$ cat src/rtl/pong_pkg.sv
// Shared constants and types for the Pong demo.
// VGA 640x480@60 timing, playfield geometry, reset positions, colours.
package pong_pkg;

    // Horizontal timing in pixels
    localparam logic [9:0] H_VIS  = 10'd640;
    localparam logic [9:0] H_FP   = 10'd16;
    localparam logic [9:0] H_SYNC = 10'd96;
    localparam logic [9:0] H_BP   = 10'd48;
    localparam logic [9:0] H_TOT  = H_VIS + H_FP + H_SYNC + H_BP;

    // Vertical timing in lines
    localparam logic [9:0] V_VIS  = 10'd480;
    localparam logic [9:0] V_FP   = 10'd10;
    localparam logic [9:0] V_SYNC = 10'd2;
    localparam logic [9:0] V_BP   = 10'd33;
    localparam logic [9:0] V_TOT  = V_VIS + V_FP + V_SYNC + V_BP;

    // Line on which the once-per-frame update fires (inside vblank)
    localparam logic [9:0] FRAME_LINE = 10'd481;

    // Walls: top wall is y < WALL_TOP, bottom wall is WALL_BOT <= y < V_VIS
    localparam logic [9:0] WALL_TOP = 10'd8;
    localparam logic [9:0] WALL_BOT = 10'd472;

    // Paddle columns (8 pixels wide)
    localparam logic [9:0] LPAD_X = 10'd16;
    localparam logic [9:0] RPAD_X = 10'd616;
    localparam logic [9:0] PAD_W  = 10'd8;

    // Ball is lost once it passes these limits
    localparam logic [9:0] MISS_L = 10'd4;
    localparam logic [9:0] MISS_R = 10'd636;

    // Reset positions
    localparam logic [9:0] BALL_X0 = 10'd316;
    localparam logic [9:0] BALL_Y0 = 10'd236;
    localparam logic [9:0] PAD_Y0  = 10'd208;

    // Optional centre net columns
    localparam logic [9:0] NET_X0 = 10'd318;
    localparam logic [9:0] NET_X1 = 10'd321;

    // 12-bit colour {R[3:0], G[3:0], B[3:0]}
    typedef logic [11:0] rgb_t;

    localparam rgb_t RGB_BLACK = 12'h000;
    localparam rgb_t RGB_WHITE = 12'hFFF;
    localparam rgb_t RGB_RED   = 12'hF00;
    localparam rgb_t RGB_GREEN = 12'h0F0;
    localparam rgb_t RGB_GREY  = 12'h888;

endpackage

$ cat src/rtl/pong_top_vga_sync.sv
// VGA raster generator: 25 MHz pixel enable from 50 MHz clk,
// horizontal/vertical counters, raw sync and video_on (unregistered).
module vga_sync
    import pong_pkg::*;
(
    input  logic       clk,
    input  logic       reset,
    output logic       p_tick_o,
    output logic [9:0] h_cnt_o,
    output logic [9:0] v_cnt_o,
    output logic       hsync_o,
    output logic       vsync_o,
    output logic       video_on_o
);

    logic       p_tick_q;
    logic [9:0] h_cnt_q, h_cnt_d;
    logic [9:0] v_cnt_q, v_cnt_d;

    // Raster advance: one pixel per enable, line wrap bumps the line counter
    always_comb begin
        h_cnt_d = h_cnt_q;
        v_cnt_d = v_cnt_q;
        if (p_tick_q) begin
            if (h_cnt_q == H_TOT - 10'd1) begin
                h_cnt_d = '0;
                if (v_cnt_q == V_TOT - 10'd1) begin
                    v_cnt_d = '0;
                end else begin
                    v_cnt_d = v_cnt_q + 10'd1;
                end
            end else begin
                h_cnt_d = h_cnt_q + 10'd1;
            end
        end
    end

    // Pixel enable toggle and counter registers
    always_ff @(posedge clk) begin
        if (reset) begin
            p_tick_q <= 1'b0;
            h_cnt_q  <= '0;
            v_cnt_q  <= '0;
        end else begin
            p_tick_q <= ~p_tick_q;
            h_cnt_q  <= h_cnt_d;
            v_cnt_q  <= v_cnt_d;
        end
    end

    assign p_tick_o   = p_tick_q;
    assign h_cnt_o    = h_cnt_q;
    assign v_cnt_o    = v_cnt_q;
    assign hsync_o    = !((h_cnt_q >= H_VIS + H_FP) &&
                          (h_cnt_q <  H_VIS + H_FP + H_SYNC));
    assign vsync_o    = !((v_cnt_q >= V_VIS + V_FP) &&
                          (v_cnt_q <  V_VIS + V_FP + V_SYNC));
    assign video_on_o = (h_cnt_q < H_VIS) && (v_cnt_q < V_VIS);

endmodule

$ cat src/rtl/pong_top.sv
// Self-running Pong: walls, two tracking paddles, bouncing ball on VGA.
// Define PONG_CENTER_NET_EN to draw a dashed grey centre net.
module pong_top
    import pong_pkg::*;
#(
    parameter int BALL_SIZE = 8,
    parameter int BALL_V    = 2,
    parameter int PADDLE_H  = 64,
    parameter int PADDLE_V  = 2
) (
    input  logic       clk,
    input  logic       reset,
    output logic       VGA_HSYNC,
    output logic       VGA_VSYNC,
    output logic [3:0] VGA_R,
    output logic [3:0] VGA_G,
    output logic [3:0] VGA_B
);

    // 11-bit working widths keep every sum/compare free of wrap-around
    localparam logic [10:0] BS      = 11'(BALL_SIZE);
    localparam logic [9:0]  BV      = 10'(BALL_V);
    localparam logic [10:0] PH      = 11'(PADDLE_H);
    localparam logic [10:0] PV      = 11'(PADDLE_V);
    localparam logic [10:0] PAD_MIN = {1'b0, WALL_TOP};
    localparam logic [10:0] PAD_MAX = {1'b0, WALL_BOT} - PH;

    logic       p_tick;
    logic [9:0] h_cnt, v_cnt;
    logic       hsync, vsync, video_on;

    vga_sync u_sync (
        .clk       (clk),
        .reset     (reset),
        .p_tick_o  (p_tick),
        .h_cnt_o   (h_cnt),
        .v_cnt_o   (v_cnt),
        .hsync_o   (hsync),
        .vsync_o   (vsync),
        .video_on_o(video_on)
    );

    logic frame_tick;
    assign frame_tick = p_tick && (h_cnt == '0) && (v_cnt == FRAME_LINE);

    logic [9:0] bx_q, bx_d, by_q, by_d;
    logic       dx_pos_q, dx_pos_d, dy_pos_q, dy_pos_d;
    logic [9:0] lpad_q, lpad_d, rpad_q, rpad_d;

    function automatic logic [10:0] ext(input logic [9:0] v);
        return {1'b0, v};
    endfunction

    // Move a paddle centre toward the ball centre, with dead zone and clamp
    function automatic logic [9:0] pad_next(input logic [9:0] top,
                                            input logic [9:0] ball_y);
        logic [10:0] pc, bc, t;
        pc = ext(top) + (PH >> 1);
        bc = ext(ball_y) + (BS >> 1);
        t  = ext(top);
        if (bc >= pc + PV) begin
            t = t + PV;
        end else if (pc >= bc + PV) begin
            t = t - PV;
        end
        if (t < PAD_MIN) begin
            t = PAD_MIN;
        end else if (t > PAD_MAX) begin
            t = PAD_MAX;
        end
        return t[9:0];
    endfunction

    logic l_hit, r_hit, miss;

    // Collision terms on the pre-update positions
    always_comb begin
        l_hit = (ext(bx_q) <= ext(LPAD_X) + ext(PAD_W)) &&
                (ext(bx_q) >= ext(LPAD_X)) &&
                (ext(by_q) < ext(lpad_q) + PH) &&
                (ext(by_q) + BS > ext(lpad_q));
        r_hit = (ext(bx_q) + BS >= ext(RPAD_X)) &&
                (ext(bx_q) + BS <= ext(RPAD_X) + ext(PAD_W)) &&
                (ext(by_q) < ext(rpad_q) + PH) &&
                (ext(by_q) + BS > ext(rpad_q));
        miss  = (ext(bx_q) < ext(MISS_L)) ||
                (ext(bx_q) + BS > ext(MISS_R));
    end

    // Once-per-frame physics: move with old velocity, reflect for next frame
    always_comb begin
        bx_d     = bx_q;
        by_d     = by_q;
        dx_pos_d = dx_pos_q;
        dy_pos_d = dy_pos_q;
        lpad_d   = lpad_q;
        rpad_d   = rpad_q;
        if (frame_tick) begin
            bx_d = dx_pos_q ? bx_q + BV : bx_q - BV;
            by_d = dy_pos_q ? by_q + BV : by_q - BV;
            if (ext(by_q) <= ext(WALL_TOP)) begin
                dy_pos_d = 1'b1;
            end
            if (ext(by_q) + BS >= ext(WALL_BOT)) begin
                dy_pos_d = 1'b0;
            end
            if (l_hit) begin
                dx_pos_d = 1'b1;
            end
            if (r_hit) begin
                dx_pos_d = 1'b0;
            end
            if (miss) begin
                bx_d     = BALL_X0;
                by_d     = BALL_Y0;
                dx_pos_d = ~dx_pos_q;
                dy_pos_d = dy_pos_q;
            end
            lpad_d = pad_next(lpad_q, by_q);
            rpad_d = pad_next(rpad_q, by_q);
        end
    end

    // Object state registers
    always_ff @(posedge clk) begin
        if (reset) begin
            bx_q     <= BALL_X0;
            by_q     <= BALL_Y0;
            dx_pos_q <= 1'b1;
            dy_pos_q <= 1'b1;
            lpad_q   <= PAD_Y0;
            rpad_q   <= PAD_Y0;
        end else begin
            bx_q     <= bx_d;
            by_q     <= by_d;
            dx_pos_q <= dx_pos_d;
            dy_pos_q <= dy_pos_d;
            lpad_q   <= lpad_d;
            rpad_q   <= rpad_d;
        end
    end

    logic [10:0] x, y;
    logic        ball_on, pad_on, wall_on, net_on;
    rgb_t        rgb_d, rgb_q;
    logic        hsync_q, vsync_q;

    assign x = ext(h_cnt);
    assign y = ext(v_cnt);

    // Object coverage at the current raster position
    always_comb begin
        ball_on = (x >= ext(bx_q)) && (x < ext(bx_q) + BS) &&
                  (y >= ext(by_q)) && (y < ext(by_q) + BS);
        pad_on  = ((x >= ext(LPAD_X)) && (x < ext(LPAD_X) + ext(PAD_W)) &&
                   (y >= ext(lpad_q)) && (y < ext(lpad_q) + PH)) ||
                  ((x >= ext(RPAD_X)) && (x < ext(RPAD_X) + ext(PAD_W)) &&
                   (y >= ext(rpad_q)) && (y < ext(rpad_q) + PH));
        wall_on = (y < ext(WALL_TOP)) ||
                  ((y >= ext(WALL_BOT)) && (y < ext(V_VIS)));
`ifdef PONG_CENTER_NET_EN
        net_on  = (x >= ext(NET_X0)) && (x <= ext(NET_X1)) &&
                  (y >= ext(WALL_TOP)) && (y < ext(WALL_BOT)) &&
                  (y[4] == 1'b0);
`else
        net_on  = 1'b0;
`endif
    end

    // Pixel priority mux, black during blanking
    always_comb begin
        rgb_d = RGB_BLACK;
        if (!video_on) begin
            rgb_d = RGB_BLACK;
        end else if (ball_on) begin
            rgb_d = RGB_RED;
        end else if (pad_on) begin
            rgb_d = RGB_GREEN;
        end else if (net_on) begin
            rgb_d = RGB_GREY;
        end else if (wall_on) begin
            rgb_d = RGB_WHITE;
        end
    end

    // Output registers: same one-clk latency for sync and colour
    always_ff @(posedge clk) begin
        if (reset) begin
            hsync_q <= 1'b1;
            vsync_q <= 1'b1;
            rgb_q   <= RGB_BLACK;
        end else begin
            hsync_q <= hsync;
            vsync_q <= vsync;
            rgb_q   <= rgb_d;
        end
    end

    assign VGA_HSYNC = hsync_q;
    assign VGA_VSYNC = vsync_q;
    assign VGA_R     = rgb_q[11:8];
    assign VGA_G     = rgb_q[7:4];
    assign VGA_B     = rgb_q[3:0];

endmodule

$ cat config.mk
export PLATFORM = sky130hd
export DESIGN_NAME = pong_top
export DESIGN_NICKNAME = d
export VERILOG_FILES = /design/src/rtl/pong_pkg.sv /design/src/rtl/pong_top_vga_sync.sv /design/src/rtl/pong_top.sv
export SDC_FILE = /design/constraint.sdc
export NUM_CORES = 1
export LEC_CHECK = 0
export BUFFER_PORTS_ARGS = -buffer_cell sky130_fd_sc_hd__buf_2
export CORE_ASPECT_RATIO = 0.75
export CORE_MARGIN = 2
export CORE_UTILIZATION = 50
export CTS_CLUSTER_DIAMETER = 100
export CTS_CLUSTER_SIZE = 24
export DETAILED_ROUTE_END_ITERATION = 10
export PLACE_DENSITY = 0.67
export SYNTH_ARGS = -nofsm -noshare
export SYNTH_HDL_FRONTEND = slang
export SYNTH_SLANG_ARGS = --single-unit
$ cat constraint.sdc
create_clock -name clk -period 4.37 [get_ports clk]
set_input_delay 0.437 -clock clk [delete_from_list [all_inputs] [get_ports clk]]
set_output_delay 0.437 -clock clk [all_outputs]
set_load 0.02 [all_outputs]
==> report_table.html, run 1 <==
<table>
<tr><th>Metric</th><th>Value</th></tr>
<tr><th colspan="2">Routing</th></tr>
<tr><td>DRC violation count after routing</td><td>0</td></tr>
<tr><td>Detailed router's first-iteration violation count</td><td>715</td></tr>
<tr><td>Wirelength per Cell</td><td>18.7 um</td></tr>
<tr><td>Routed wire length</td><td>25100 um</td></tr>
<tr><td>Final antenna-violating net count</td><td>0</td></tr>
<tr><td>Average via count per standard cell</td><td>6.11</td></tr>
<tr><td>Via Count</td><td>8201</td></tr>
<tr><td>Pre-Repair DR Iteration Count</td><td>5</td></tr>
<tr><th colspan="2">Die</th></tr>
<tr><td>Cell row count</td><td>40</td></tr>
<tr><td>Y dimension of the die</td><td>116 um</td></tr>
<tr><td>Starting Density</td><td>0.517</td></tr>
<tr><td>I/O pin total</td><td>16</td></tr>
<tr><td>Die width</td><td>154 um</td></tr>
<tr><td>Area of the core</td><td>0.0162 mm^2</td></tr>
<tr><td>Die footprint</td><td>0.0178 mm^2</td></tr>
<tr><th colspan="2">Critical path</th></tr>
<tr><td>Critical path type</td><td>reg2reg</td></tr>
<tr><td>Launching instance or port of the critical path</td><td>by_q[3]</td></tr>
<tr><td>Worst Path Arrival</td><td>4390 ps</td></tr>
<tr><td>CP max-delay cell</td><td>sky130_fd_sc_hd__o31a_1</td></tr>
<tr><td>Crit Reg-Reg Startpoint</td><td>by_q[3]</td></tr>
<tr><td>CP max FO</td><td>7</td></tr>
<tr><td>Crit path launch type</td><td>flop</td></tr>
<tr><td>Internal reg-to-reg setup slack</td><td>160 ps</td></tr>
<tr><td>Sequence of cells on the critical path</td><td>ha_4 &gt; a21boi_1 &gt; o2111ai_2 &gt; nor3_2 &gt; xnor2_2 &gt; ha_1 &gt; and3_1 &gt; a221o_1 &gt; o31a_1 &gt; o31a_1 &gt; o311ai_2 &gt; a311oi_2 &gt; o311ai_2 &gt; a41oi_2 &gt; o21ai_1 &gt; a21oi_1</td></tr>
<tr><td>Cell type group with the largest total delay on the critical path</td><td>compound AO/OA/AOI/OAI gates</td></tr>
<tr><td>Buf/Inv on CP</td><td>0</td></tr>
<tr><td>Critical path endpoint category</td><td>flop</td></tr>
<tr><td>Req. time, crit path</td><td>4550 ps</td></tr>
<tr><td>Maximum single-stage delay on the critical path</td><td>420 ps</td></tr>
<tr><th colspan="2">Pwr</th></tr>
<tr><td>Net load switching power</td><td>0.427 mW</td></tr>
<tr><td>Fraction of power spent switching nets</td><td>0.263</td></tr>
<tr><td>Max VDD drop</td><td>0.154 mV</td></tr>
<tr><td>Post-layout total power</td><td>1.62 mW</td></tr>
<tr><td>Total power density per cell area</td><td>166 mW/mm^2</td></tr>
<tr><td>Total internal power</td><td>1.19 mW</td></tr>
<tr><td>Sequential share of power</td><td>0.368</td></tr>
<tr><td>Leakage power</td><td>4.38 nW</td></tr>
<tr><td>Part of the total power dissipated in the clock network</td><td>0.491</td></tr>
<tr><td>Part of the total power dissipated in combinational logic</td><td>0.141</td></tr>
<tr><th colspan="2">GRT</th></tr>
<tr><td>Number of global-route vias before repair</td><td>7585</td></tr>
<tr><td>First-pass GRT wire length</td><td>40400 um</td></tr>
<tr><td>Antenna violations before repair</td><td>0</td></tr>
<tr><td>GRT Overall Usage</td><td>0.283</td></tr>
<tr><td>Overall overflow remaining after global route</td><td>0</td></tr>
<tr><td>Largest net degree at the start of global routing</td><td>36</td></tr>
<tr><th colspan="2">CTS</th></tr>
<tr><td>Clock Tree Buf Depth</td><td>2</td></tr>
<tr><td>Source-to-sink clock delay at the later pin of the worst-skew pair</td><td>340 ps</td></tr>
<tr><td>CTS tree</td><td>yes</td></tr>
<tr><td>Hold-fix buffers at CTS</td><td>0</td></tr>
<tr><td>Buffer cell driving the clock tree root</td><td>sky130_fd_sc_hd__clkbuf_16</td></tr>
<tr><td>TritonCTS buffer count</td><td>9</td></tr>
<tr><td>Clock-pin slew on the worst setup and hold paths</td><td>60 ps</td></tr>
<tr><td>Clock sink count</td><td>64</td></tr>
<tr><td>Number of H-tree branching levels</td><td>3</td></tr>
<tr><th colspan="2">Finish</th></tr>
<tr><td>Post-synthesis to final-layout area growth</td><td>16.2%</td></tr>
<tr><td>Most frequent cells in the layout</td><td>sky130_fd_sc_hd__ha_1 (163), sky130_fd_sc_hd__buf_4 (90), sky130_fd_sc_hd__nor2_1 (73), sky130_fd_sc_hd__nand2_1 (68), sky130_fd_sc_hd__inv_1 (66)</td></tr>
<tr><td>Layout cell share with drive strength beyond 1</td><td>0.169</td></tr>
<tr><td>Nets@finish</td><td>1299</td></tr>
<tr><td>Most common cell after layout, fill and taps aside</td><td>sky130_fd_sc_hd__ha_1</td></tr>
<tr><td>Post-route cell area</td><td>0.00974 mm^2</td></tr>
<tr><td>Antenna diode count</td><td>0</td></tr>
<tr><th colspan="2">Synth</th></tr>
<tr><td>Mean post-synth cell area</td><td>7.91 um^2</td></tr>
<tr><td>Post-Syn Area</td><td>0.00838 mm^2</td></tr>
<tr><td>Yosys top cell area share</td><td>0.249</td></tr>
<tr><td>Main flop type after synthesis</td><td>sky130_fd_sc_hd__dfxtp_1</td></tr>
<tr><td>Synth warnings</td><td>0</td></tr>
<tr><td>Top post-synthesis cells by area</td><td>sky130_fd_sc_hd__ha_1 (25%), sky130_fd_sc_hd__dfxtp_1 (15%), sky130_fd_sc_hd__xnor2_1 (6.0%), sky130_fd_sc_hd__a21oi_1 (3.7%), sky130_fd_sc_hd__nor2_1 (3.4%)</td></tr>
<tr><td>Async set-reset flop share out of synthesis</td><td>0</td></tr>
<tr><td>Syn Nets</td><td>1231</td></tr>
<tr><td>Syn Inst Count</td><td>1060</td></tr>
<tr><td>Dominant cell type by area after synthesis</td><td>sky130_fd_sc_hd__ha_1</td></tr>
<tr><td>Part of the Yosys area used for sequential elements</td><td>0.153</td></tr>
<tr><td>Post-synth cell types</td><td>85</td></tr>
<tr><td>Synth Register Bits</td><td>64</td></tr>
<tr><td>Count of flip-flops with a built-in enable after synthesis</td><td>0</td></tr>
<tr><th colspan="2">STA</th></tr>
<tr><td>Ratio of final minimum period to clock period</td><td>0.964</td></tr>
<tr><td>Final WS setup</td><td>158 ps</td></tr>
<tr><td>Shortest period the worst path allows</td><td>4210 ps</td></tr>
<tr><td>Max-slew headroom</td><td>0.445</td></tr>
<tr><td>Clock tree skew after final layout</td><td>9.74 ps</td></tr>
<tr><td>Highest attainable clock frequency</td><td>0.237 GHz</td></tr>
<tr><td>Endpoints failing setup</td><td>0</td></tr>
<tr><td>Max-slew violations</td><td>0</td></tr>
<tr><td>Worst Max-Slew Pin Slew</td><td>827 ps</td></tr>
<tr><td>Final hold violation count</td><td>0</td></tr>
<tr><th colspan="2">Placement</th></tr>
<tr><td>Cell area reported after detailed placement</td><td>0.00912 mm^2</td></tr>
<tr><td>Setup slack at placement</td><td>-11.4 ps</td></tr>
<tr><td>Buffers added on ports</td><td>15</td></tr>
<tr><td>Final HPWL DP</td><td>19500 um</td></tr>
<tr><td>Weighted congestion reported at the end of routability-driven placement</td><td>0.965</td></tr>
<tr><th colspan="2">Worst hold path</th></tr>
<tr><td>Class of the most critical hold timing path</td><td>reg2reg</td></tr>
<tr><td>Hold Crit Start</td><td>dy_pos_q</td></tr>
<tr><th colspan="2">Run status</th></tr>
<tr><td>Run status</td><td>complete, no violations</td></tr>
<tr><th colspan="2">Flow run</th></tr>
<tr><td>Max-Cap Viols</td><td>0</td></tr>
</table>
## Yosys cell counts, types with 5 or more instances
master                     instances
sky130_fd_sc_hd__inv_1            68
sky130_fd_sc_hd__clkbuf_1         32
sky130_fd_sc_hd__or2_2             7
sky130_fd_sc_hd__xnor2_1          57
sky130_fd_sc_hd__o2111a_1          5
sky130_fd_sc_hd__ha_1            167
sky130_fd_sc_hd__nor2_1           76
sky130_fd_sc_hd__o22ai_1           6
sky130_fd_sc_hd__nor2b_1          13
sky130_fd_sc_hd__and3_1           18
sky130_fd_sc_hd__or3_1             7
sky130_fd_sc_hd__o21a_1           37
sky130_fd_sc_hd__nand3_1          32
sky130_fd_sc_hd__nand2b_1         15
sky130_fd_sc_hd__a21oi_1          62
sky130_fd_sc_hd__a21boi_0          6
sky130_fd_sc_hd__o21ai_0          53
sky130_fd_sc_hd__buf_4            10
sky130_fd_sc_hd__a211oi_1          5
sky130_fd_sc_hd__o211ai_1          9
sky130_fd_sc_hd__a31oi_1          13
sky130_fd_sc_hd__a21o_1           25
sky130_fd_sc_hd__nor4_1           13
sky130_fd_sc_hd__and2_1            9
sky130_fd_sc_hd__dfxtp_1          64
sky130_fd_sc_hd__nor3_1           34
sky130_fd_sc_hd__a22oi_1           5
sky130_fd_sc_hd__nand4_1          23
sky130_fd_sc_hd__nand2_1          71
sky130_fd_sc_hd__xor2_1           23
## sequential cells by signal (all words and copies together) (netlist names)
| register | count |
|---|---|
| u_sync.v_cnt_o | 10 |
| u_sync.p_tick_o | 1 |
| bx_q | 9 |
| VGA_HSYNC | 1 |
| dy_pos_q | 1 |
| rgb_q | 3 |
| by_q | 9 |
| u_sync.h_cnt_o | 10 |
| rpad_q | 9 |
| VGA_VSYNC | 1 |
| lpad_q | 9 |
| dx_pos_q | 1 |
## layout make-up
cell class              instances  area (um^2)
clock buffers                  10          239
clock inverters                 6         82.6
fillers                      1444         6480
inverters                      71          270
multi-input cells             877         6840
flip-flops and latches         64         1290
well taps                     210          263
repair buffers                105          751
## worst paths after layout
check	endpoint	cells past startpoint
setup / recovery	lpad_q[1]	16
hold reg to reg	dy_pos_q	2
hold / removal	dy_pos_q	2
setup reg to reg	lpad_q[1]	16
## logic make-up (layout without fill, tap and decap cells)
| logic type | count (synthesis) | after routing | synth area share |
|---|---|---|---|
| buffers and inverters | 119 | 192 | 0.0591 |
| AO/OA/AOI/OAI | 286 | 286 | 0.237 |
| XOR/XNOR | 82 | 82 | 0.0888 |
| multiplexers | 4 | 4 | 0.00492 |
| adder cells (fa/ha/maj) | 170 | 170 | 0.255 |
| flip-flops | 64 | 64 | 0.153 |
| AND/OR/NAND/NOR | 335 | 335 | 0.202 |
## layer usage
metal,up-vias,global-route usage,share of wire
li1,3999,-,-
met1,3813,0.423,0.49
met2,347,0.417,0.40
met3,42,0.0627,0.091
met4,0,0.0606,0.019
met5,-,0,0
## power groups by stage
| stage | Sequential [mW] | Combinational (mW) | Clock (mW) |
|---|---|---|---|
| finish | 0.597 | 0.228 | 0.797 |
| global route | 0.598 | 0.248 | 0.824 |
| CTS | 0.597 | 0.217 | 0.802 |
| detailed placement | 0.610 | 0.214 | 0 |
| global placement | 0.610 | 0.212 | 0 |
| floorplan | 0.608 | 0.147 | 0 |
## repair_timing
item	in CTS	in global routing
pin swaps	0	13
endpoints found under the setup margin	2	15
resized for setup	2	53
setup buffers	0	7
## worst min-delay path, stage by stage (launching register included)
cell and delay, ps:
sky130_fd_sc_hd__dfxtp_1 330, sky130_fd_sc_hd__o22ai_1 90, sky130_fd_sc_hd__nand2_1 70
## through the flow
stage	utilization	TNS (ps)	hold slack [ps]	cells
after floorplan	-	0	442	1060
after global placement	0.562	0	479	1320
after detailed placement	0.562	-22.0	485	1320
after CTS	0.583	0	501	1336
after global routing	0.601	-156	525	1343
final	0.601	0	511	1343
Power figures use the tool's default switching activity.
==> run 2: changes to the inputs <==
- CTS_BUF_LIST: unset -> sky130_fd_sc_hd__clkbuf_4
==> run 2 against run 1 <==
Sequential cell count is the same. Hold slack better by 15 ps. Clock-buffer cell count fell by 1. Worst setup slack lost 35 ps. Combinational power hardly changed. Critical path depth rose by 1. Wire length shrank 0.69%. Cell area fell by 1.8%. Die area unchanged. Clock skew is 15 ps higher. Fmax down 0.82%. Largest cell class unchanged.
==> report_table.html, run 2 (same netlist as run 1, synthesis figures left out) <==
<table>
<tr><th>Metric</th><th>Value</th></tr>
<tr><th colspan="2">Run status</th></tr>
<tr><td>Run status</td><td>complete, no violations</td></tr>
<tr><th colspan="2">Die</th></tr>
<tr><td>Y dimension of the die</td><td>116 um (unchanged)</td></tr>
<tr><td>Cell row count</td><td>40 (unchanged)</td></tr>
<tr><td>Die width</td><td>154 um (unchanged)</td></tr>
<tr><td>Starting Density</td><td>0.517 (unchanged)</td></tr>
<tr><td>Die footprint</td><td>0.0178 mm^2 (unchanged)</td></tr>
<tr><td>Area of the core</td><td>0.0162 mm^2 (unchanged)</td></tr>
<tr><td>I/O pin total</td><td>16 (unchanged)</td></tr>
<tr><th colspan="2">Routing</th></tr>
<tr><td>DRC violation count after routing</td><td>0 (unchanged)</td></tr>
<tr><td>Pre-Repair DR Iteration Count</td><td>5 (unchanged)</td></tr>
<tr><td>Wirelength per Cell</td><td>18.6 um (-0.62%)</td></tr>
<tr><td>Final antenna-violating net count</td><td>0 (unchanged)</td></tr>
<tr><td>Average via count per standard cell</td><td>6.13 (+0.32%)</td></tr>
<tr><td>Detailed router's first-iteration violation count</td><td>691 (-3.4%)</td></tr>
<tr><td>Via Count</td><td>8221 (+0.24%)</td></tr>
<tr><td>Routed wire length</td><td>24900 um (-0.69%)</td></tr>
<tr><th colspan="2">CTS</th></tr>
<tr><td>Buffer cell driving the clock tree root</td><td>sky130_fd_sc_hd__clkbuf_4</td></tr>
<tr><td>Clock-pin slew on the worst setup and hold paths</td><td>140 ps (+80 ps)</td></tr>
<tr><td>Clock Tree Buf Depth</td><td>2 (unchanged)</td></tr>
<tr><td>Source-to-sink clock delay at the later pin of the worst-skew pair</td><td>450 ps (+110 ps)</td></tr>
<tr><td>TritonCTS buffer count</td><td>9 (unchanged)</td></tr>
<tr><td>Hold-fix buffers at CTS</td><td>0 (unchanged)</td></tr>
<tr><td>Number of H-tree branching levels</td><td>3 (unchanged)</td></tr>
<tr><td>CTS tree</td><td>yes</td></tr>
<tr><td>Clock sink count</td><td>64 (unchanged)</td></tr>
<tr><th colspan="2">Critical path</th></tr>
<tr><td>Maximum single-stage delay on the critical path</td><td>410 ps (about the same)</td></tr>
<tr><td>Crit Reg-Reg Startpoint</td><td>by_q[3]</td></tr>
<tr><td>Critical path endpoint category</td><td>flop</td></tr>
<tr><td>Destination of the worst register-to-register timing path</td><td>lpad_q[1]</td></tr>
<tr><td>Setup crit end</td><td>lpad_q[1]</td></tr>
<tr><td>CP max FO</td><td>7 (unchanged)</td></tr>
<tr><td>Req. time, crit path</td><td>4660 ps (+110 ps)</td></tr>
<tr><td>CP max-delay cell</td><td>sky130_fd_sc_hd__dfxtp_4</td></tr>
<tr><td>Launching instance or port of the critical path</td><td>by_q[3]</td></tr>
<tr><td>Critical path type</td><td>reg2reg</td></tr>
<tr><td>Crit path launch type</td><td>flop</td></tr>
<tr><td>Worst Path Arrival</td><td>4540 ps (+150 ps)</td></tr>
<tr><td>Internal reg-to-reg setup slack</td><td>120 ps (-30 ps)</td></tr>
<tr><td>Count of cells along the worst register-to-register path</td><td>17 (+1)</td></tr>
<tr><td>Sequence of cells on the critical path</td><td>buf_4 &gt; ha_2 &gt; nor2b_4 &gt; nand2_1 &gt; nor3_2 &gt; xnor2_2 &gt; ha_1 &gt; and3_1 &gt; a221o_1 &gt; o31a_1 &gt; o31a_1 &gt; o311ai_2 &gt; a311oi_2 &gt; o311ai_2 &gt; a41oi_2 &gt; o21ai_1 &gt; a21oi_1</td></tr>
<tr><th colspan="2">Placement</th></tr>
<tr><td>Buffers added on ports</td><td>15 (unchanged)</td></tr>
<tr><td>Setup slack at placement</td><td>-11.4 ps (unchanged)</td></tr>
<tr><td>Placed Cells incl. Taps</td><td>1320 (unchanged)</td></tr>
<tr><td>Final HPWL DP</td><td>19500 um (unchanged)</td></tr>
<tr><td>Cell area reported after detailed placement</td><td>0.00912 mm^2 (unchanged)</td></tr>
<tr><td>Weighted congestion reported at the end of routability-driven placement</td><td>0.965 (unchanged)</td></tr>
<tr><th colspan="2">STA</th></tr>
<tr><td>Clock tree skew after final layout</td><td>24.6 ps (+14.9 ps)</td></tr>
<tr><td>Ratio of final minimum period to clock period</td><td>0.972 (+0.00794)</td></tr>
<tr><td>Endpoints failing setup</td><td>0 (unchanged)</td></tr>
<tr><td>Final WS setup</td><td>123 ps (-34.7 ps)</td></tr>
<tr><td>Shortest period the worst path allows</td><td>4250 ps (+34.7 ps)</td></tr>
<tr><td>Max-slew violations</td><td>0 (unchanged)</td></tr>
<tr><td>Worst Max-Slew Pin Slew</td><td>834 ps (+6.13 ps)</td></tr>
<tr><td>Highest attainable clock frequency</td><td>0.235 GHz (-0.82%)</td></tr>
<tr><td>Max-slew headroom</td><td>0.441 (-0.00412)</td></tr>
<tr><td>Final hold slack</td><td>526 ps (+14.7 ps)</td></tr>
<tr><td>Final hold violation count</td><td>0 (unchanged)</td></tr>
<tr><td>Setup total negative slack</td><td>0 ps (unchanged)</td></tr>
<tr><th colspan="2">Worst hold path</th></tr>
<tr><td>Class of the most critical hold timing path</td><td>reg2reg</td></tr>
<tr><th colspan="2">Finish</th></tr>
<tr><td>Nets@finish</td><td>1298 (-0.077%)</td></tr>
<tr><td>Post-synthesis to final-layout area growth</td><td>14.1%</td></tr>
<tr><td>Antenna diode count</td><td>0 (unchanged)</td></tr>
<tr><td>Final cell count without fillers</td><td>1342 (-0.074%)</td></tr>
<tr><td>Post-route cell area</td><td>0.00956 mm^2 (-1.8%)</td></tr>
<tr><td>Most common cell after layout, fill and taps aside</td><td>sky130_fd_sc_hd__ha_1</td></tr>
<tr><td>Layout cell share with drive strength beyond 1</td><td>0.168 (-0.00162)</td></tr>
<tr><td>Post-layout util</td><td>0.590 (-0.0108)</td></tr>
<tr><td>Most frequent cells in the layout</td><td>sky130_fd_sc_hd__ha_1 (163), sky130_fd_sc_hd__buf_4 (88), sky130_fd_sc_hd__nor2_1 (73), sky130_fd_sc_hd__nand2_1 (70), sky130_fd_sc_hd__inv_1 (68)</td></tr>
<tr><th colspan="2">GRT</th></tr>
<tr><td>Number of global-route vias before repair</td><td>7609 (+0.32%)</td></tr>
<tr><td>Antenna violations before repair</td><td>0 (unchanged)</td></tr>
<tr><td>Overall overflow remaining after global route</td><td>0 (unchanged)</td></tr>
<tr><td>Largest net degree at the start of global routing</td><td>36 (unchanged)</td></tr>
<tr><td>First-pass GRT wire length</td><td>40300 um (-0.31%)</td></tr>
<tr><td>GRT Overall Usage</td><td>0.282 (-0.000881)</td></tr>
<tr><th colspan="2">Flow run</th></tr>
<tr><td>Max-Cap Viols</td><td>0 (unchanged)</td></tr>
<tr><th colspan="2">Pwr</th></tr>
<tr><td>Post-layout total power</td><td>1.31 mW (-19%)</td></tr>
<tr><td>Total power density per cell area</td><td>137 mW/mm^2 (-18%)</td></tr>
<tr><td>Max VDD drop</td><td>0.132 mV (-14%)</td></tr>
<tr><td>Leakage power</td><td>4.31 nW (-1.5%)</td></tr>
</table>
run 2: worst min path at each step:
stage | startpoint | end | slack, ps | depth (start not counted)
6_report | lpad_q[2] | lpad_q[2] | 530 | 2
5_1_grt | reset | by_q[9] | 530 | 2
4_1_cts | reset | u_sync.p_tick_o | 510 | 2
3_5_place_dp | dy_pos_q | dy_pos_q | 490 | 2
3_3_place_gp | dy_pos_q | dy_pos_q | 480 | 2
2_1_floorplan | u_sync.v_cnt_o[1] | VGA_VSYNC | 440 | 1
run 2: power by group:
group / switching [mW] / internal (mW) / total, mW
clock: 0.253 / 0.227 / 0.479
sequential: 0.00811 / 0.588 / 0.596
combinational: 0.135 / 0.0962 / 0.231
run 2: area by class of cell:
type | instances | area (um^2)
multi-input cells | 877 | 6840
fillers | 1470 | 6650
flip-flops and latches | 64 | 1300
repair buffers | 104 | 747
inverters | 71 | 267
well taps | 210 | 263
clock inverters | 7 | 86.3
clock buffers | 9 | 67.6
run 2: worst max-delay path: cells and delay by family, from the launching register on:
kind	cells	cell delay [ps]
adder cells (fa/ha/maj)	2	570
AO/OA/AOI/OAI	9	2210
AND/OR/NAND/NOR	4	600
XOR/XNOR	1	170
flip-flops	1	410
buffers and inverters	1	140
run 2: layer usage:
metal,global-route usage,vias up,wire (um)
li1,-,3991,-
met1,0.421,3881,12400
met2,0.415,310,10100
met3,0.0668,39,2160
met4,0.0550,0,343
met5,0.00794,-,0
run 2: timing repair:
item                                    CTS  global route
endpoints found under the setup margin    2            15
resized for setup                         2            53
buffers inserted                          0             6
pin swaps                                 0            12
==> run 3: changes to the inputs <==
- GPL_TIMING_DRIVEN: unset -> 0
==> run 3 against run 2 <==
The flow now finishes with violations (setup timing). Sequential power decreased by 1%. Cell area increased by 3.1%. Core utilization increased by 1.8 points. Worst setup slack got worse by 170 ps. Critical path type unchanged. Largest cell class unchanged. Largest power group unchanged.
==> report_table.html, run 3 (same netlist as run 1, synthesis figures left out) <==
<table>
<tr><th>Metric</th><th>Value</th></tr>
<tr><th colspan="2">Run status</th></tr>
<tr><td>Failing checks</td><td>setup timing</td></tr>
<tr><td>Run status</td><td>finished with violations</td></tr>
<tr><th colspan="2">Die</th></tr>
<tr><td>Area of the core</td><td>0.0162 mm^2 (unchanged)</td></tr>
<tr><td>Cell row count</td><td>40 (unchanged)</td></tr>
<tr><td>Die width</td><td>154 um (unchanged)</td></tr>
<tr><td>Die footprint</td><td>0.0178 mm^2 (unchanged)</td></tr>
<tr><td>Y dimension of the die</td><td>116 um (unchanged)</td></tr>
<tr><td>I/O pin total</td><td>16 (unchanged)</td></tr>
<tr><td>Starting Density</td><td>0.517 (unchanged)</td></tr>
<tr><th colspan="2">CTS</th></tr>
<tr><td>CTS tree</td><td>yes</td></tr>
<tr><td>Hold-fix buffers at CTS</td><td>0 (unchanged)</td></tr>
<tr><td>Number of H-tree branching levels</td><td>3 (unchanged)</td></tr>
<tr><td>Buffer cell driving the clock tree root</td><td>sky130_fd_sc_hd__clkbuf_4</td></tr>
<tr><td>TritonCTS buffer count</td><td>9 (unchanged)</td></tr>
<tr><td>Clock-pin slew on the worst setup and hold paths</td><td>120 ps (-20 ps)</td></tr>
<tr><td>Clock sink count</td><td>64 (unchanged)</td></tr>
<tr><td>Source-to-sink clock delay at the later pin of the worst-skew pair</td><td>450 ps (about the same)</td></tr>
<tr><td>Clock Tree Buf Depth</td><td>2 (unchanged)</td></tr>
<tr><th colspan="2">Pwr</th></tr>
<tr><td>Part of the total power dissipated in combinational logic</td><td>0.195 (+0.018)</td></tr>
<tr><td>Net load switching power</td><td>0.398 mW (+0.82%)</td></tr>
<tr><td>Total internal power</td><td>0.876 mW (-3.8%)</td></tr>
<tr><td>Leakage power</td><td>4.34 nW (+0.51%)</td></tr>
<tr><td>Post-layout total power</td><td>1.27 mW (-2.4%)</td></tr>
<tr><td>Sequential share of power</td><td>0.463 (+0.007)</td></tr>
<tr><td>Part of the total power dissipated in the clock network</td><td>0.342 (-0.025)</td></tr>
<tr><td>Fraction of power spent switching nets</td><td>0.313 (+0.0101)</td></tr>
<tr><td>Max VDD drop</td><td>0.107 mV (-19%)</td></tr>
<tr><td>Total power density per cell area</td><td>129 mW/mm^2 (-5.3%)</td></tr>
<tr><th colspan="2">Critical path</th></tr>
<tr><td>Destination of the worst register-to-register timing path</td><td>lpad_q[4]</td></tr>
<tr><td>Crit Reg-Reg Startpoint</td><td>by_q[2]</td></tr>
<tr><td>CP max FO</td><td>8 (+1)</td></tr>
<tr><td>Internal reg-to-reg setup slack</td><td>-50 ps (-170 ps)</td></tr>
<tr><td>Critical path endpoint category</td><td>flop</td></tr>
<tr><td>Worst Path Arrival</td><td>4720 ps (+180 ps)</td></tr>
<tr><td>Sequence of cells on the critical path</td><td>clkinvlp_4 &gt; ha_4 &gt; nor2b_4 &gt; nand2_4 &gt; xnor2_4 &gt; ha_1 &gt; a21oi_1 &gt; o21ai_0 &gt; a221o_1 &gt; o31a_1 &gt; buf_6 &gt; buf_4 &gt; o31ai_4 &gt; o32a_1 &gt; xnor2_2 &gt; o311ai_2 &gt; a311o_1 &gt; o21ai_1 &gt; nand2_1</td></tr>
<tr><td>Crit path launch type</td><td>flop</td></tr>
<tr><td>CP max-delay cell</td><td>sky130_fd_sc_hd__dfxtp_4</td></tr>
<tr><td>Count of cells along the worst register-to-register path</td><td>19 (+2)</td></tr>
<tr><td>Maximum single-stage delay on the critical path</td><td>450 ps (+40 ps)</td></tr>
<tr><td>Launching instance or port of the critical path</td><td>by_q[2]</td></tr>
<tr><td>Setup crit end</td><td>lpad_q[4]</td></tr>
<tr><td>Req. time, crit path</td><td>4670 ps (about the same)</td></tr>
<tr><td>Critical path type</td><td>reg2reg</td></tr>
<tr><th colspan="2">Finish</th></tr>
<tr><td>Nets@finish</td><td>1307 (+0.69%)</td></tr>
<tr><td>Final cell count without fillers</td><td>1351 (+0.67%)</td></tr>
<tr><td>Antenna diode count</td><td>0 (unchanged)</td></tr>
<tr><td>Post-layout util</td><td>0.608 (+0.0181)</td></tr>
<tr><td>Post-synthesis to final-layout area growth</td><td>17.6%</td></tr>
<tr><td>Most common cell after layout, fill and taps aside</td><td>sky130_fd_sc_hd__ha_1</td></tr>
<tr><td>Layout cell share with drive strength beyond 1</td><td>0.185 (+0.0171)</td></tr>
<tr><td>Most frequent cells in the layout</td><td>sky130_fd_sc_hd__ha_1 (160), sky130_fd_sc_hd__nor2_1 (73), sky130_fd_sc_hd__nand2_1 (67), sky130_fd_sc_hd__buf_4 (64)</td></tr>
<tr><td>Post-route cell area</td><td>0.00986 mm^2 (+3.1%)</td></tr>
<tr><th colspan="2">Worst hold path</th></tr>
<tr><td>Class of the most critical hold timing path</td><td>in2reg</td></tr>
<tr><th colspan="2">STA</th></tr>
<tr><td>Worst Max-Slew Pin Slew</td><td>1290 ps (+454 ps)</td></tr>
<tr><td>Endpoints failing setup</td><td>3 (+3)</td></tr>
<tr><td>Clock tree skew after final layout</td><td>20.1 ps (-4.52 ps)</td></tr>
<tr><td>Setup total negative slack</td><td>-73.6 ps (-73.6 ps)</td></tr>
<tr><td>Shortest period the worst path allows</td><td>4420 ps (+169 ps)</td></tr>
<tr><td>Max-slew violations</td><td>0 (unchanged)</td></tr>
<tr><td>Final hold violation count</td><td>0 (unchanged)</td></tr>
<tr><td>Max-slew headroom</td><td>0.134 (-0.307)</td></tr>
<tr><td>Highest attainable clock frequency</td><td>0.226 GHz (-3.8%)</td></tr>
<tr><td>Ratio of final minimum period to clock period</td><td>1.01 (+0.0387)</td></tr>
<tr><td>RSZ-0062 raised after global routing</td><td>yes</td></tr>
<tr><td>Final hold slack</td><td>443 ps (-82.7 ps)</td></tr>
<tr><td>Final WS setup</td><td>-46.0 ps (-169 ps)</td></tr>
<tr><th colspan="2">Routing</th></tr>
<tr><td>Final antenna-violating net count</td><td>0 (unchanged)</td></tr>
<tr><td>Average via count per standard cell</td><td>6.20 (+1.2%)</td></tr>
<tr><td>Pre-Repair DR Iteration Count</td><td>5 (unchanged)</td></tr>
<tr><td>Via Count</td><td>8379 (+1.9%)</td></tr>
<tr><td>Routed wire length</td><td>26400 um (+5.7%)</td></tr>
<tr><td>DRC violation count after routing</td><td>0 (unchanged)</td></tr>
<tr><td>Wirelength per Cell</td><td>19.5 um (+5.0%)</td></tr>
<tr><td>Detailed router's first-iteration violation count</td><td>769 (+11%)</td></tr>
<tr><th colspan="2">Placement</th></tr>
<tr><td>Setup slack at placement</td><td>-865 ps (-854 ps)</td></tr>
<tr><td>Final HPWL DP</td><td>19400 um (-0.53%)</td></tr>
<tr><td>Placed Cells incl. Taps</td><td>1285 (-2.7%)</td></tr>
<tr><td>Weighted congestion reported at the end of routability-driven placement</td><td>0.939 (-2.7%)</td></tr>
<tr><td>Buffers added on ports</td><td>15 (unchanged)</td></tr>
<tr><td>Cell area reported after detailed placement</td><td>0.00872 mm^2 (-4.3%)</td></tr>
<tr><th colspan="2">Flow run</th></tr>
<tr><td>Max-Cap Viols</td><td>0 (unchanged)</td></tr>
<tr><th colspan="2">GRT</th></tr>
<tr><td>Overall overflow remaining after global route</td><td>0 (unchanged)</td></tr>
<tr><td>GRT Overall Usage</td><td>0.288 (+0.00547)</td></tr>
<tr><td>Antenna violations before repair</td><td>2 (+2)</td></tr>
<tr><td>Number of global-route vias before repair</td><td>7430 (-2.4%)</td></tr>
<tr><td>Largest net degree at the start of global routing</td><td>13 (-64%)</td></tr>
<tr><td>First-pass GRT wire length</td><td>40500 um (+0.53%)</td></tr>
</table>
==> run 3: changes by cell type in the layout (fill, tap and decap cells not counted), moves of 4 or more <==
cell / change
sky130_fd_sc_hd__clkbuf_1: +19
sky130_fd_sc_hd__clkbuf_4: +7
sky130_fd_sc_hd__xor2_4: +4
sky130_fd_sc_hd__inv_1: -9
sky130_fd_sc_hd__buf_4: -24
sky130_fd_sc_hd__clkinvlp_4: +5
sky130_fd_sc_hd__dfxtp_4: +6
sky130_fd_sc_hd__dfxtp_1: -4
==> run 3: power groups by stage <==
stage               Clock (mW)  Combinational, mW  Sequential [mW]
CTS                      0.440              0.217            0.591
finish                   0.436              0.248            0.590
global placement             0              0.199            0.608
floorplan                    0              0.147            0.608
global route             0.473              0.266            0.592
detailed placement           0              0.200            0.608
==> run 3: what timing repair did <==
| action | CTS | global route |
|---|---|---|
| endpoints found under the hold margin | 0 | 0 |
| setup buffers | 20 | 34 |
| resized for setup | 72 | 71 |
| pin swaps | 11 | 31 |
| setup endpoints to repair | 16 | 15 |
==> run 3: layout make-up <==
| type | count | area [um^2] |
|---|---|---|
| Multi-Input combinational cell | 877 | 7100 |
| Fill cell | 1441 | 6360 |
| Sequential cell | 64 | 1320 |
| Timing Repair Buffer | 69 | 493 |
| Inverter | 71 | 294 |
| Tap cell | 210 | 263 |
| Buffer | 44 | 246 |
| Clock buffer | 11 | 82.6 |
| Clock inverter | 5 | 57.6 |
==> run 3: routing by layer <==
layer,share of wire,up-vias,GRT usage
li1,-,4027,-
met1,0.50,3972,0.450
met2,0.40,333,0.404
met3,0.079,45,0.0575
met4,0.015,2,0.0575
met5,0.00027,-,0
==> run 3: worst min path at each step <==
stage                 startpoint         to  slack [ps]  cells after the start
6_report                   reset   rgb_q[6]         440                      4
5_1_grt                    reset   rgb_q[6]         440                      4
4_1_cts                    reset   rgb_q[6]         420                      4
3_5_place_dp            dy_pos_q   dy_pos_q         490                      2
3_3_place_gp            dy_pos_q   dy_pos_q         480                      2
2_1_floorplan  u_sync.v_cnt_o[1]  VGA_VSYNC         440                      1
==> run 3: critical path: cells and delay by family, from the launching register on <==
family / cells / cell delay, ps
buf+inv: 3 / 460
flops: 1 / 450
compound gates: 9 / 2120
xor+xnor: 2 / 320
simple gates: 3 / 320
fa+ha+maj: 2 / 590
